**config.mk**
```make
export PLATFORM = sky130hd
export DESIGN_NAME = conv_window_buffer_flat
export DESIGN_NICKNAME = d
export VERILOG_FILES = /design/src/rtl/conv_window_if.sv /design/src/rtl/conv_window_buffer.sv /design/src/flat_wrapper.sv
export SDC_FILE = /design/constraint.sdc
export NUM_CORES = 2
export LEC_CHECK = 0
export BUFFER_PORTS_ARGS = -buffer_cell sky130_fd_sc_hd__buf_2
export CAP_MARGIN = 20
export CORE_ASPECT_RATIO = 1.75
export CORE_MARGIN = 2
export CORE_UTILIZATION = 40
export DETAILED_ROUTE_END_ITERATION = 10
export GPL_ROUTABILITY_DRIVEN = 0
export PLACE_DENSITY = 0.63
export SYNTH_ARGS = -nofsm -noshare
export SYNTH_HDL_FRONTEND = slang
export SYNTH_SLANG_ARGS = --single-unit
```
**constraint.sdc**
```tcl
create_clock -name clk -period 3.3 [get_ports clk]
set_input_delay 0.165 -clock clk [delete_from_list [all_inputs] [get_ports clk]]
set_output_delay 0.165 -clock clk [all_outputs]
set_load 0.01 [all_outputs]
```
**src/rtl/conv_window_if.sv**
```systemverilog
// Pixel-stream in / 5x5-window out bundle for the conv window buffer.
// The master drives pixels and the slave (the buffer) returns windows.
interface conv_window_if #(
    parameter int DATA_W = 8,
    parameter int IMG_W  = 32,
    parameter int IMG_H  = 32
);
    localparam int ROW_W = $clog2(IMG_H);
    localparam int COL_W = $clog2(IMG_W);

    logic                  pix_valid;
    logic [DATA_W-1:0]     pix_in;
    logic                  win_valid;
    logic [25*DATA_W-1:0]  win_out;
    logic [ROW_W-1:0]      win_row;
    logic [COL_W-1:0]      win_col;
    logic                  frame_done;

    modport master (
        output pix_valid, pix_in,
        input  win_valid, win_out, win_row, win_col, frame_done
    );

    modport slave (
        input  pix_valid, pix_in,
        output win_valid, win_out, win_row, win_col, frame_done
    );
endinterface

```
**src/rtl/conv_window_buffer.sv**
```systemverilog
// Streaming 5x5 sliding-window generator: four line buffers plus a 5x5 window
// register, emitting one window per valid (unpadded, stride-1) position.
module conv_window_buffer #(
    parameter int IMG_W  = 32,
    parameter int IMG_H  = 32,
    parameter int DATA_W = 8
) (
    input  logic         clk,
    input  logic         rst,
    conv_window_if.slave bus
);
    localparam int TAPS  = 25;
    localparam int COL_W = $clog2(IMG_W);
    localparam int ROW_W = $clog2(IMG_H);
    localparam int WIN_W = TAPS * DATA_W;

    localparam logic [COL_W-1:0] COL_LAST      = COL_W'(IMG_W - 1);
    localparam logic [ROW_W-1:0] ROW_LAST      = ROW_W'(IMG_H - 1);
    localparam logic [ROW_W-1:0] ROW_FILL_LAST = ROW_W'(3);
    localparam logic [COL_W-1:0] COL_EDGE      = COL_W'(4);
    localparam logic [ROW_W-1:0] ROW_EDGE      = ROW_W'(4);

    typedef enum logic [0:0] {
        FILL   = 1'b0,
        STREAM = 1'b1
    } state_t;

    state_t              state_r;
    logic [COL_W-1:0]    col_r;
    logic [ROW_W-1:0]    row_r;
    logic [DATA_W-1:0]   lb0_r [IMG_W];
    logic [DATA_W-1:0]   lb1_r [IMG_W];
    logic [DATA_W-1:0]   lb2_r [IMG_W];
    logic [DATA_W-1:0]   lb3_r [IMG_W];
    logic [WIN_W-1:0]    win_r;
    logic [WIN_W-1:0]    win_next_s;
    logic [DATA_W-1:0]   new_col_s [5];
    logic                win_valid_r;
    logic                frame_done_r;
    logic [ROW_W-1:0]    win_row_r;
    logic [COL_W-1:0]    win_col_r;
    logic                col_last_s;
    logic                row_last_s;
    logic                emit_s;

    // Next window: shift every row one column left, append the new column (lb3 on top).
    always_comb begin
        new_col_s[0] = lb3_r[col_r];
        new_col_s[1] = lb2_r[col_r];
        new_col_s[2] = lb1_r[col_r];
        new_col_s[3] = lb0_r[col_r];
        new_col_s[4] = bus.pix_in;
        win_next_s   = '0;
        for (int r = 0; r < 5; r++) begin
            for (int c = 0; c < 4; c++) begin
                win_next_s[(r*5+c)*DATA_W +: DATA_W] = win_r[(r*5+c+1)*DATA_W +: DATA_W];
            end
            win_next_s[(r*5+4)*DATA_W +: DATA_W] = new_col_s[r];
        end
        col_last_s = (col_r == COL_LAST);
        row_last_s = (row_r == ROW_LAST);
        // Columns 0..3 only refill the left edge, so no window straddles two rows.
        emit_s     = (state_r == STREAM) && (col_r >= COL_EDGE);
    end

    // Raster counters, FILL/STREAM control, line buffers, window and registered outputs.
    always_ff @(posedge clk) begin
        if (rst) begin
            state_r      <= FILL;
            col_r        <= '0;
            row_r        <= '0;
            win_r        <= '0;
            win_valid_r  <= 1'b0;
            frame_done_r <= 1'b0;
            win_row_r    <= '0;
            win_col_r    <= '0;
            for (int i = 0; i < IMG_W; i++) begin
                lb0_r[i] <= '0;
                lb1_r[i] <= '0;
                lb2_r[i] <= '0;
                lb3_r[i] <= '0;
            end
        end else begin
            win_valid_r  <= 1'b0;
            frame_done_r <= 1'b0;
            if (bus.pix_valid) begin
                win_r        <= win_next_s;
                lb3_r[col_r] <= lb2_r[col_r];
                lb2_r[col_r] <= lb1_r[col_r];
                lb1_r[col_r] <= lb0_r[col_r];
                lb0_r[col_r] <= bus.pix_in;
                win_valid_r  <= emit_s;
                frame_done_r <= emit_s && row_last_s && col_last_s;
                if (emit_s) begin
                    win_row_r <= row_r - ROW_EDGE;
                    win_col_r <= col_r - COL_EDGE;
                end
                if (col_last_s) begin
                    col_r <= '0;
                    row_r <= row_last_s ? '0 : row_r + ROW_W'(1);
                end else begin
                    col_r <= col_r + COL_W'(1);
                end
                case (state_r)
                    FILL: begin
                        if (col_last_s && (row_r == ROW_FILL_LAST)) begin
                            state_r <= STREAM;
                        end
                    end
                    STREAM: begin
                        if (col_last_s && row_last_s) begin
                            state_r <= FILL;
                        end
                    end
                    default: state_r <= FILL;
                endcase
            end
        end
    end

    assign bus.win_valid  = win_valid_r;
    assign bus.win_out    = win_r;
    assign bus.win_row    = win_row_r;
    assign bus.win_col    = win_col_r;
    assign bus.frame_done = frame_done_r;
endmodule

```
**src/flat_wrapper.sv**
```systemverilog
// flat-port wrapper written by rule: the top's interface ports become plain ports
module conv_window_buffer_flat 
#(
    parameter int IMG_W  = 32,
    parameter int IMG_H  = 32,
    parameter int DATA_W = 8
)
  (clk, rst, bus_pix_valid, bus_pix_in, bus_win_valid, bus_win_out, bus_win_row, bus_win_col, bus_frame_done);
  conv_window_if #(.DATA_W(DATA_W), .IMG_W(IMG_W), .IMG_H(IMG_H)) bus_i ();
  input  logic clk;
  input  logic rst;
  input wire logic [$bits(bus_i.pix_valid)-1:0] bus_pix_valid;
  input wire logic [$bits(bus_i.pix_in)-1:0] bus_pix_in;
  output wire logic [$bits(bus_i.win_valid)-1:0] bus_win_valid;
  output wire logic [$bits(bus_i.win_out)-1:0] bus_win_out;
  output wire logic [$bits(bus_i.win_row)-1:0] bus_win_row;
  output wire logic [$bits(bus_i.win_col)-1:0] bus_win_col;
  output wire logic [$bits(bus_i.frame_done)-1:0] bus_frame_done;
  assign bus_i.pix_valid = bus_pix_valid;
  assign bus_i.pix_in = bus_pix_in;
  assign bus_win_valid = bus_i.win_valid;
  assign bus_win_out = bus_i.win_out;
  assign bus_win_row = bus_i.win_row;
  assign bus_win_col = bus_i.win_col;
  assign bus_frame_done = bus_i.frame_done;
  conv_window_buffer #(.IMG_W(IMG_W), .IMG_H(IMG_H), .DATA_W(DATA_W)) u_core (.clk(clk), .rst(rst), .bus(bus_i));
endmodule
```
==> impl_results.md <==
- Most used flip-flop cell after synthesis: edfxtp_1
- DR iter-0 viols: 2689
- Worst clock skew: 0.0349 ns
- Maximum clock insertion buffer count: 3
- Category of the worst setup path capture point: flip-flop
- Final cycle utilization of the critical path: a little over nine tenths
- Total of fill cells in the finished design: between 10000 and 15000
- Average instance area after synthesis: roughly 14 µm²
- IO Pins: around 220
- Most common cell in the synthesized netlist: edfxtp_1
- Required time of the critical path: 3.77 ns
- Smallest hold slack: between 0.1 and 0.15 ns
- Vias/cell: ~5.4
- Combined area of the multi-input logic cells: between 15000 and 20000 µm²
- Placed standard-cell area: a little over 60000 µm²
- Total negative setup slack: 0 ns
- Overall global routing resource usage: between 20% and 30%
- Wire length of the first global-routing pass: around 230 mm
- Detailed-route wire length: between 150 and 200 mm
- H-tree Lvls: 3
- Number of nets still failing antenna checks after routing: 0
- Overall via count from detail_route: approximately 34000
- Share of async-settable or async-resettable flops after synthesis: 0%
- Fraction of layout instances using a drive strength above 1: 34.3%
- Status: completed
- Final design instance area without fill: roughly 64000 µm²
- Leading area contributor after synthesis: edfxtp_1
- Total power divided by cell area: approximately 560 nW/µm²
- Number of synthesis warnings: 0
- Seq cells post-synth: approximately 1300
- Worst vdd ir: ~0.0006 V
- Worst slack at placement: around 0.035 ns
- Chip Width: 286 µm
- Routed wire length per instance: 25.8 µm
- Cell leakage power: roughly 23 nW
- Core Footprint: approximately 140000 µm²
- # setup viols final: 0
- Port Buffers: about 220
- Drt first pass iters: 7
- Starting Density: roughly 40%
- Number of nets produced by synthesis: 4129
- Cell chosen for the clock root: clkbuf_16
- Maximum clock rate: just over 0.3 GHz
- Pin count of the biggest net entering global routing: between 100 and 150
- Endpoint arrival time on the critical path: 3.72 ns
- CP Launch Type: flip-flop
- Area growth from synthesis to layout: 15.4%
- PnR worst setup slack: between 0.05 and 0.06 ns
- Worst-skew pair later-pin latency: roughly 0.74 ns
- Setup repair after global routing missed its margin: false
- Half-perimeter wire length after detailed placement: 105 mm
- Area share of the largest cell type after synthesis: between 50% and 60%
- Final number of max-transition violations: 0
- Antenna violations before repair: 5
- Top cells by area, synth: edfxtp_1 (55%), mux2i_1 (10%), dfxtp_1 (8.2%)
- Crit Path Category: flip-flop to flip-flop
- Congestion Overflow GR: 0
- CTS tree: done
- Number of CTS-inserted buffers: about 110
- Clock transition time at the flip-flop clock pins of the worst setup and hold paths: around 0.070 ns
- Register cell area after layout: roughly 35000 µm²
- Final hold viol count: 0
- Most frequent cells after synthesis: edfxtp_1 (1024), nor2_2 (659), mux2i_1 (566)
- Final Net Count: between 4000 and 5000
- Gate Count Post-Synth: 4105
- Measured slew at the worst slew-check pin: about 1.1 ns
- Rel. slew slack: 27.9%
- Worst min-delay path category: input port to flip-flop
- Final routed DRC violation total: 0
- Cell row count: between 150 and 200
- Via count of the first global-routing pass: between 30000 and 40000
- Maximum Capacitance Violations: 0
- Seq/Total Area, Yosys: a little under two thirds
- Synth Cell Area: roughly 56000 µm²
- Top fanout value on the critical path: 48
- Final critical path time including I/O delays and setup: 3.24 ns
- DIE HEIGHT: about 500 µm
- # clock sinks: approximately 1300
- Count of unique library cells instantiated by Yosys: between 40 and 50
- Die Area: between 100000 and 150000 µm²
- Number of synthesized flops with an enable pin: just over 1000
- Setup bufs post-CTS: 0
-- placed cells by master (no fill, tap or decap), drive strengths merged, types with 41 or more instances in the layout --
cell type,n
and3,194
edfxtp,1024
clkbuf,127
mux2i,566
a21boi,48
nor2,1000
a211oi,53
nand2,57
and2,72
mux4,64
a22oi,203
dfxtp,228
a21oi,41
buf,508
-- stage by stage --
step / util [%] / total power [mW] / cells
floorplan: - / 20.5 / 4105
global placement: 43.5 / 22.1 / 6031
detailed placement: 43.5 / 22.1 / 6031
CTS: 46.4 / 36.1 / 6232
global route: 46.4 / 36.8 / 6236
finish: 46.4 / 35.9 / 6236
-- worst paths after layout --
kind,cells past startpoint,slack [ns],startpoint,endpoint
max reg2reg,7,0.06,flip-flop,u_core.lb1_r[29][0]
max,7,0.06,flip-flop,u_core.lb1_r[29][0]
min reg2reg,2,0.49,u_core.bus.win_out[167],u_core.bus.win_out[167]
min,3,0.10,bus_pix_in[7],u_core.bus.win_out[199]
-- worst max-delay path, stage by stage, from the launching register on --
cell     delay [ns]
dfxtp_1        0.46
and2_4         0.81
buf_4          0.45
a22oi_1        0.17
a21oi_1        0.50
or4_2          0.30
buf_12         0.20
nor2_2         0.05
-- sequential cells by signal, indices dropped and copies added, names as in the netlist, named ones only --
register	flops
u_core.lb2_r	256
u_core.row_r	5
u_core.state_r	1
u_core.bus.win_col	5
u_core.bus.win_row	5
u_core.col_r	5
u_core.lb3_r	256
u_core.bus.win_out	200
u_core.lb0_r	256
u_core.lb1_r	256
u_core.bus.frame_done	1
u_core.bus.win_valid	1
-- power by group --
group,switching (mW),internal (mW)
registers,0.225,17.6
logic,2.60,1.38
clock network,6.03,8.09
total,8.86,27.0
-- area by class of cell --
class,count,area share (%)
inverters,6,0.0350
clock buffers,127,4.41
flip-flops and latches,1252,55.0
well taps,1830,3.56
multi-input cells,2435,28.3
clock inverters,73,1.71
repair buffers,509,7.06
diodes,4,0.0156
-- per-layer routing --
| layer | up-vias | track usage (%) | part of all wire (%) |
|---|---|---|---|
| li1 | 15200 | - | - |
| met5 | - | 0 | 0.0087 |
| met3 | 354 | 3.07 | 4.7 |
| met2 | 1158 | 40.6 | 53 |
| met4 | 2 | 15.2 | 7.4 |
| met1 | 17100 | 23.7 | 35 |
-- cells by family (layout without fill, tap and decap cells) --
kind of cell / after synthesis / count (layout) / synth area share [%]
buf+inv: 418 / 715 / 4.33
xor+xnor: 2 / 2 / 0.0315
fa+ha+maj: 13 / 13 / 0.292
compound gates: 366 / 366 / 4.97
mux: 630 / 630 / 12.8
simple gates: 1424 / 1424 / 14.2
other cells: 0 / 4 / 0
flops: 1252 / 1252 / 63.4
-- repair_timing --
action / CTS / global route
hold buffers: 1 / 0
cloned: 0 / 0
pin swaps: 1 / 0
hold endpoints to repair: 40 / 0
endpoints found under the setup margin: 1 / 2
resized for setup: 0 / 1
Note: power is estimated with default switching activity, not from simulation.
